### src/rtl/mem_arbiter_if.sv
// Bus bundle for mem_arbiter: fetch requester, load/store requester and the shared memory port.
// slave = arbiter side, master = requesters and memory side.
interface mem_arbiter_if;
  logic [31:0] imem_addr;
  logic [3:0]  imem_rmask;
  logic [31:0] imem_rdata;
  logic        imem_resp;

  logic [31:0] dmem_addr;
  logic [3:0]  dmem_rmask;
  logic [3:0]  dmem_wmask;
  logic [31:0] dmem_wdata;
  logic [31:0] dmem_rdata;
  logic        dmem_resp;

  logic [31:0] mem_addr;
  logic [3:0]  mem_rmask;
  logic [3:0]  mem_wmask;
  logic [31:0] mem_wdata;
  logic [31:0] mem_rdata;
  logic        mem_resp;

  modport slave (
    input  imem_addr, imem_rmask,
    output imem_rdata, imem_resp,
    input  dmem_addr, dmem_rmask, dmem_wmask, dmem_wdata,
    output dmem_rdata, dmem_resp,
    output mem_addr, mem_rmask, mem_wmask, mem_wdata,
    input  mem_rdata, mem_resp
  );

  modport master (
    output imem_addr, imem_rmask,
    input  imem_rdata, imem_resp,
    output dmem_addr, dmem_rmask, dmem_wmask, dmem_wdata,
    input  dmem_rdata, dmem_resp,
    input  mem_addr, mem_rmask, mem_wmask, mem_wdata,
    output mem_rdata, mem_resp
  );
endinterface

### src/rtl/mem_arbiter.sv
// Two-requester arbiter (fetch vs load/store) onto one memory port, one transaction in flight.
// Define ARB_ROUND_ROBIN_EN for round-robin tie breaking; default is fixed dmem priority.
module mem_arbiter (
  input  logic         clk,
  input  logic         rst,
  mem_arbiter_if.slave bus
);

  typedef enum logic [1:0] {
    IDLE      = 2'd0,
    IMEM_BUSY = 2'd1,
    DMEM_BUSY = 2'd2
  } state_t;

  state_t      state_r;
  state_t      state_s;
  logic [31:0] addr_r;
  logic [31:0] wdata_r;
  logic [3:0]  rmask_r;
  logic [3:0]  wmask_r;
  logic        imem_req_s;
  logic        dmem_req_s;
  logic        grant_imem_s;
  logic        grant_dmem_s;

`ifdef ARB_ROUND_ROBIN_EN
  // 1'b0 = imem granted last, 1'b1 = dmem granted last
  logic        last_grant_r;
`endif

  // Request detection and winner selection
  always_comb begin
    imem_req_s = (bus.imem_rmask != 4'd0);
    dmem_req_s = ((bus.dmem_rmask | bus.dmem_wmask) != 4'd0);
`ifdef ARB_ROUND_ROBIN_EN
    grant_dmem_s = dmem_req_s && (!imem_req_s || (last_grant_r == 1'b0));
`else
    grant_dmem_s = dmem_req_s;
`endif
    grant_imem_s = imem_req_s && !grant_dmem_s;
  end

  // Next-state logic
  always_comb begin
    state_s = state_r;
    case (state_r)
      IDLE: begin
        if (grant_dmem_s) begin
          state_s = DMEM_BUSY;
        end else if (grant_imem_s) begin
          state_s = IMEM_BUSY;
        end else begin
          state_s = IDLE;
        end
      end
      IMEM_BUSY, DMEM_BUSY: begin
        if (bus.mem_resp) begin
          state_s = IDLE;
        end else begin
          state_s = state_r;
        end
      end
      default: state_s = IDLE;
    endcase
  end

  // State register and request latch; only IDLE captures a new request
  always_ff @(posedge clk) begin
    if (rst) begin
      state_r <= IDLE;
      addr_r  <= 32'd0;
      wdata_r <= 32'd0;
      rmask_r <= 4'd0;
      wmask_r <= 4'd0;
    end else begin
      state_r <= state_s;
      if ((state_r == IDLE) && grant_dmem_s) begin
        addr_r  <= bus.dmem_addr;
        wdata_r <= bus.dmem_wdata;
        rmask_r <= bus.dmem_rmask;
        wmask_r <= bus.dmem_wmask;
      end else if ((state_r == IDLE) && grant_imem_s) begin
        addr_r  <= bus.imem_addr;
        wdata_r <= 32'd0;
        rmask_r <= bus.imem_rmask;
        wmask_r <= 4'd0;
      end else begin
        addr_r  <= addr_r;
        wdata_r <= wdata_r;
        rmask_r <= rmask_r;
        wmask_r <= wmask_r;
      end
    end
  end

`ifdef ARB_ROUND_ROBIN_EN
  // Remember who won the most recent grant
  always_ff @(posedge clk) begin
    if (rst) begin
      last_grant_r <= 1'b0;
    end else if ((state_r == IDLE) && grant_dmem_s) begin
      last_grant_r <= 1'b1;
    end else if ((state_r == IDLE) && grant_imem_s) begin
      last_grant_r <= 1'b0;
    end else begin
      last_grant_r <= last_grant_r;
    end
  end
`endif

  // Memory port driven from the latch while busy; response routed to the granted side only
  always_comb begin
    bus.mem_addr   = 32'd0;
    bus.mem_rmask  = 4'd0;
    bus.mem_wmask  = 4'd0;
    bus.mem_wdata  = 32'd0;
    bus.imem_resp  = 1'b0;
    bus.imem_rdata = 32'd0;
    bus.dmem_resp  = 1'b0;
    bus.dmem_rdata = 32'd0;
    case (state_r)
      IMEM_BUSY: begin
        bus.mem_addr  = addr_r;
        bus.mem_rmask = rmask_r;
        bus.mem_wmask = wmask_r;
        bus.mem_wdata = wdata_r;
        if (bus.mem_resp) begin
          bus.imem_resp  = 1'b1;
          bus.imem_rdata = bus.mem_rdata;
        end else begin
          bus.imem_resp  = 1'b0;
          bus.imem_rdata = 32'd0;
        end
      end
      DMEM_BUSY: begin
        bus.mem_addr  = addr_r;
        bus.mem_rmask = rmask_r;
        bus.mem_wmask = wmask_r;
        bus.mem_wdata = wdata_r;
        if (bus.mem_resp) begin
          bus.dmem_resp  = 1'b1;
          bus.dmem_rdata = bus.mem_rdata;
        end else begin
          bus.dmem_resp  = 1'b0;
          bus.dmem_rdata = 32'd0;
        end
      end
      default: begin
        bus.mem_addr = 32'd0;
      end
    endcase
  end

endmodule

### src/flat_wrapper.sv
// flat-port wrapper written by rule: the top's interface ports become plain ports
module mem_arbiter_flat 
  (clk, rst, bus_imem_addr, bus_imem_rmask, bus_imem_rdata, bus_imem_resp, bus_dmem_addr, bus_dmem_rmask, bus_dmem_wmask, bus_dmem_wdata, bus_dmem_rdata, bus_dmem_resp, bus_mem_addr, bus_mem_rmask, bus_mem_wmask, bus_mem_wdata, bus_mem_rdata, bus_mem_resp);
  mem_arbiter_if bus_i ();
  input  logic clk;
  input  logic rst;
  input wire logic [$bits(bus_i.imem_addr)-1:0] bus_imem_addr;
  input wire logic [$bits(bus_i.imem_rmask)-1:0] bus_imem_rmask;
  output wire logic [$bits(bus_i.imem_rdata)-1:0] bus_imem_rdata;
  output wire logic [$bits(bus_i.imem_resp)-1:0] bus_imem_resp;
  input wire logic [$bits(bus_i.dmem_addr)-1:0] bus_dmem_addr;
  input wire logic [$bits(bus_i.dmem_rmask)-1:0] bus_dmem_rmask;
  input wire logic [$bits(bus_i.dmem_wmask)-1:0] bus_dmem_wmask;
  input wire logic [$bits(bus_i.dmem_wdata)-1:0] bus_dmem_wdata;
  output wire logic [$bits(bus_i.dmem_rdata)-1:0] bus_dmem_rdata;
  output wire logic [$bits(bus_i.dmem_resp)-1:0] bus_dmem_resp;
  output wire logic [$bits(bus_i.mem_addr)-1:0] bus_mem_addr;
  output wire logic [$bits(bus_i.mem_rmask)-1:0] bus_mem_rmask;
  output wire logic [$bits(bus_i.mem_wmask)-1:0] bus_mem_wmask;
  output wire logic [$bits(bus_i.mem_wdata)-1:0] bus_mem_wdata;
  input wire logic [$bits(bus_i.mem_rdata)-1:0] bus_mem_rdata;
  input wire logic [$bits(bus_i.mem_resp)-1:0] bus_mem_resp;
  assign bus_i.imem_addr = bus_imem_addr;
  assign bus_i.imem_rmask = bus_imem_rmask;
  assign bus_imem_rdata = bus_i.imem_rdata;
  assign bus_imem_resp = bus_i.imem_resp;
  assign bus_i.dmem_addr = bus_dmem_addr;
  assign bus_i.dmem_rmask = bus_dmem_rmask;
  assign bus_i.dmem_wmask = bus_dmem_wmask;
  assign bus_i.dmem_wdata = bus_dmem_wdata;
  assign bus_dmem_rdata = bus_i.dmem_rdata;
  assign bus_dmem_resp = bus_i.dmem_resp;
  assign bus_mem_addr = bus_i.mem_addr;
  assign bus_mem_rmask = bus_i.mem_rmask;
  assign bus_mem_wmask = bus_i.mem_wmask;
  assign bus_mem_wdata = bus_i.mem_wdata;
  assign bus_i.mem_rdata = bus_mem_rdata;
  assign bus_i.mem_resp = bus_mem_resp;
  mem_arbiter u_core (.clk(clk), .rst(rst), .bus(bus_i));
endmodule
### config.mk
export PLATFORM = sky130hd
export DESIGN_NAME = mem_arbiter_flat
export DESIGN_NICKNAME = d
export VERILOG_FILES = /design/src/rtl/mem_arbiter_if.sv /design/src/rtl/mem_arbiter.sv /design/src/flat_wrapper.sv
export SDC_FILE = /design/constraint.sdc
export NUM_CORES = 1
export LEC_CHECK = 0
export BUFFER_PORTS_ARGS = -buffer_cell sky130_fd_sc_hd__buf_2
export CELL_PAD_IN_SITES_DETAIL_PLACEMENT = 2
export CELL_PAD_IN_SITES_GLOBAL_PLACEMENT = 2
export CORE_MARGIN = 3
export CORE_UTILIZATION = 20
export DETAILED_ROUTE_END_ITERATION = 16
export PLACE_DENSITY_LB_ADDON = 0.1
export SYNTH_ARGS = -nofsm -noshare
export SYNTH_HDL_FRONTEND = slang
export SYNTH_SLANG_ARGS = --single-unit
### constraint.sdc
create_clock -name clk -period 2.3 [get_ports clk]
set_input_delay 0.115 -clock clk [delete_from_list [all_inputs] [get_ports clk]]
set_output_delay 0.115 -clock clk [all_outputs]
set_load 0.01 [all_outputs]
# After elaboration in Yosys (flattened, before gate mapping)
# Index checks and enable logic that the tools add are counted.
dict set report op_classes {
  n_eq_ne 3
  muxes 22
  bitwise 1
  n_reduce_logical 9
}
# operator n
set op_table {}
lappend op_table {{32-bit two-way mux} 9}
lappend op_table {{4-bit two-way mux} 6}
lappend op_table {{4-bit nonzero test} 2}
lappend op_table {{1-bit two-way mux} 4}
lappend op_table {{2-bit two-way mux} 2}
lappend op_table {{4-bit bitwise OR} 1}
lappend op_table {{2-bit case mux with 2 select lines} 1}
lappend op_table {{1-bit logical AND} 3}
lappend op_table {{2-bit by 1-bit == test with 1-bit output, second input constant} 1}
lappend op_table {{2-bit == test, second input constant} 1}
lappend op_table {{2-bit zero test} 1}
lappend op_table {{2-bit by 1-bit != test with 1-bit output, second input constant} 1}
lappend op_table {{2-bit nonzero test} 1}
lappend op_table {{2-bit OR reduction} 1}
lappend op_table {{1-bit zero test} 1}
dict set report totals {
  regBits 74
  input_bits 143
  output_inout_bits 138
  wordCells 40
}

# Depth between registers and ports, before layout
dict set report depth {
  word_depth 7
  mapped_depth 8
  depth_no_buf 5
}

# Worst setup path before layout
# OpenSTA, ideal clock, no wires.
dict set report synth_path {
  path_kind {register to register}
  start {register u_core.state_r[0]}
  end {register u_core.addr_r[10]}
  setup_ns 0.091
  t_arrival_ns 1.606
  required_time_ns 2.209
  path_slack_ns 0.603
  path_stages_with_launch 8
  path_buffers 2
  synth_period_minus_slack_ns 1.697
  cell_sequence {dfxtp_1 inv_1 ha_1 buf_2 o41a_1 clkbuf_1 nand2_1 a311oi_1}
}
dict set report synth_between {
  elab_chain_len 3
  elab_cells_between_ends 5
  cone_classes {mux: 1; reduce/logical: 4}
}
# element line
set synth_lines {}
lappend synth_lines {{start, declared} mem_arbiter.sv:15} ;# state_t state_r;
lappend synth_lines {{start signal, assigned} mem_arbiter.sv:76} ;# state_r <= state_s;
lappend synth_lines {{2-bit zero test *} {mem_arbiter.sv:77, mem_arbiter.sv:82}}
lappend synth_lines {{1-bit logical AND (on tied branches)} {mem_arbiter.sv:77, mem_arbiter.sv:82}}
lappend synth_lines {{32-bit two-way mux / 2-bit nonzero test (equally long branches)} n/a}
lappend synth_lines {{end signal, assigned} mem_arbiter.sv:78} ;# addr_r <= bus.dmem_addr;
lappend synth_lines {{end signal, assigned} mem_arbiter.sv:83} ;# addr_r <= bus.imem_addr;
lappend synth_lines {{end signal, assigned} mem_arbiter.sv:88} ;# addr_r <= addr_r;
lappend synth_lines {{end, declared} mem_arbiter.sv:17} ;# logic [31:0] addr_r;
# Every way passes the cells marked *; elsewhere a longest branch is shown, timed or not.
# A chain may end at the register's enable or synchronous reset.

# Final worst setup path
dict set report layout_path {
  start {register u_core.state_r[1]}
  end {output bus_imem_rdata[31]}
}
dict set report layout_between {
  elab_chain_len 2
}
# element line
set layout_lines {}
lappend layout_lines {{2-bit by 1-bit == test with 1-bit output} mem_arbiter.sv:121} ;# case (state_r)
lappend layout_lines {{32-bit two-way mux} mem_arbiter.sv:121}
lappend layout_lines {{end, declared} flat_wrapper.sv:9} ;# output wire logic [$bits(bus_i.imem_rdata)-1:0] bus_imem_rdata;
# No other way between the ends.

==> results.md <==
* Worst min-delay path class: in2reg
* Setup_tns at 0 ps
* Area growth syn-to-layout at 49.8%
* Final net count at 927
* Commonest non-fill, non-tap cell in the layout: buf_2
* Vias in the first global route at 5,127
* Reg2reg end: u_core.wdata_r[14]$_SDFFE_PP0P_
* Deepest clock path buffer count at 2
* Largest area contributor in the netlist: dfxtp_1
* Post-synth EDFFs at 0
* Pin count of the biggest net entering global routing at 75
* Worst Setup Path Type: reg2out
* Power Dens Cells at 666 nW/um^2
* Drt total wl at 18,300 um
* Yosys cell types at 24
* Post-CTS setup buffer count at 0
* Number of vias per cell at 4.51
* Clock Tree Root: clkbuf_16
* CTS tree: built
* Max-cap viol count at 0
* Height of the die at 147 um
* Critical path origin: u_core.state_r[1]$_SDFFE_PP0P_
* Antenna-violating nets left at 0
* RR Startpoint: u_core.state_r[0]$_SDFFE_PP0P_
* RSZ-0062 raised after global routing: no
* CP Capture Type: primary output
* # fillers at 2,323
* Total CTS buffers at 9
* Mapped Nets at 678
* Synth Cell Area at 3960 sq um
* DRC violations left at 0
* Setup Slack @ Placement at 178 ps
* Htree depth at 3
* Worst slew pin tran at 994 ps
* Syn_area_per_cell at 7.45 sq um
* Asr flop ratio synth at 0
* Tot GR Track Use at 0.164
* WL per Instance at 17.5 um
* Final Core Density at 0.311
* Initial Util at 0.208
* Gr ovfl total at 0
* Antenna violations before repair at 2
* Critical Path Source Type: flip-flop
* Lkg Pwr at 3.21 nW
* Crit Path Max Fanout at 33
* CP Data Required Time at 2180 ps
* Synthesized flop and latch total at 74
* Placed cell areas at 5560 sq um
* Pre-antenna DRT Iters at 4
* Main synth FF type: dfxtp_1
* Most frequent cells in the layout: buf_2 (280), nand2_1 (101), and2_1 (74), dfxtp_1 (74), and3_1 (64)
* Cells on worst reg2reg path at 6
* Share of cells above drive strength 1 at 0.396
* Finish-stage setup viols at 0
* Synth top area share at 0.374
* Io pins at 281
* Core region area at 19,100 sq um
* Final instance area at 5940 sq um
* Area of the die at 21,500 sq um
* Period utilization at 0.903
* YS warnings at 0
* Slew Limit Fails at 0
* Max VDD drop at 0.000352 V
* Clk slew on worst S/H paths at 60 ps
* Vias at 4,724
* Crit path DAT at 1960 ps
* Flop2flop setup slack at 270 ps
* Hold buffers post-CTS at 2
* Worst hold start: bus_dmem_wdata[19]
* # rows at 50
* Cells after Synth at 532
* Worst hold stages at 3
* Clock sinks at 74
* Initial drt markers at 108
* First-pass GRT wire length at 28,600 um
* Chip width at 147 um
* Sequential area share after synthesis at 0.374
* FMAX at 482 MHz
* Worst slew margin at 0.335
* Post_cts resized at 0
* Port bufs at 280
* Skew-Pair Late Insertion Delay at 340 ps
* Hold Violations, Final at 0
* Synth top area cells: dfxtp_1 (37%), and2_1 (12%), and3_1 (10%)
* Status: complete, no violations
* Placer Congestion at 0.755
* Fin worst setup slack at 224 ps
* Final worst clock skew at 5.03 ps
* Post-layout min period at 2080 ps
* DP Wirelength at 13,600 um
* Hold path endpoint: u_core.wdata_r[19]$_SDFFE_PP0P_
## power by group
group | leakage, nW | internal (mW) | total [mW] | switching, mW
Sequential | 0.615 | 1.39 | 1.44 | 0.0498
Clock | 0.165 | 1.09 | 1.68 | 0.587
Combinational | 2.43 | 0.330 | 0.835 | 0.504
## cell usage after synthesis, types with 2 or more instances
cell type and count:
nand2_1 101, buf_6 4, a221oi_1 4, dfxtp_1 74, ha_1 3, or4_1 2
nand3_1 36, clkbuf_1 42, nor2_1 37, and3_1 64, buf_2 5, a21oi_1 37
nor3_1 4, inv_1 2, and2_1 74, buf_4 4, a311oi_1 32
## sequential cells by signal, indices dropped and copies added, names as in the netlist
register,flops
u_core.addr_r,32
u_core.wdata_r,32
u_core.rmask_r,4
u_core.state_r,2
u_core.wmask_r,4
## worst max-delay path, stage by stage (launching register included)
cell and delay (ps):
dfxtp_1 330, inv_1 80, ha_1 790, and3_1 290, buf_2 140
## routing by layer
metal,vias to the layer above,part of all wire,wire length [um],GRT usage
met2,156,0.49,8950,0.288
met5,-,0.00071,13,0
met3,11,0.066,1220,0.0469
li1,2315,-,-,-
met4,2,0.0082,150,0.0390
met1,2240,0.44,8000,0.199
## cells by family after synthesis
family,synth area share
AND/OR/NAND/NOR,0.407
AO/OA/AOI/OAI,0.140
flip-flops,0.374
buffers and inverters,0.0669
adder cells (fa/ha/maj),0.00947
multiplexers,0.00253
## stage by stage
step                power [mW]  hold slack, ps  instances
floorplan                 1.94             251        532
global placement          2.30             356       1028
detailed placement        2.33             364       1028
CTS                       4.04            2.31       1046
global route              4.19            17.3       1047
finish                    3.96            16.9       1047
## worst max-delay path by stage
stage / end / slack, ps
after detailed placement: u_core.addr_r[18]$_SDFFE_PP0P_ / 180
final: bus_imem_rdata[31] / 220
after global placement: u_core.addr_r[31]$_SDFFE_PP0P_ / 290
after floorplan: u_core.addr_r[10]$_SDFFE_PP0P_ / 600
after global routing: bus_imem_rdata[18] / 30
after CTS: bus_dmem_rdata[20] / 180
## final cells by class
class | count | area [sq um] | area share
multi-input cells | 401 | 2230 | 0.375
repair buffers | 293 | 1540 | 0.260
flip-flops and latches | 74 | 1480 | 0.249
well taps | 260 | 325 | 0.0548
clock buffers | 10 | 239 | 0.0402
clock inverters | 6 | 114 | 0.0192
inverters | 2 | 7.51 | 0.00126
diodes | 1 | 2.50 | 0.000421
Power figures use the tool's default switching activity.
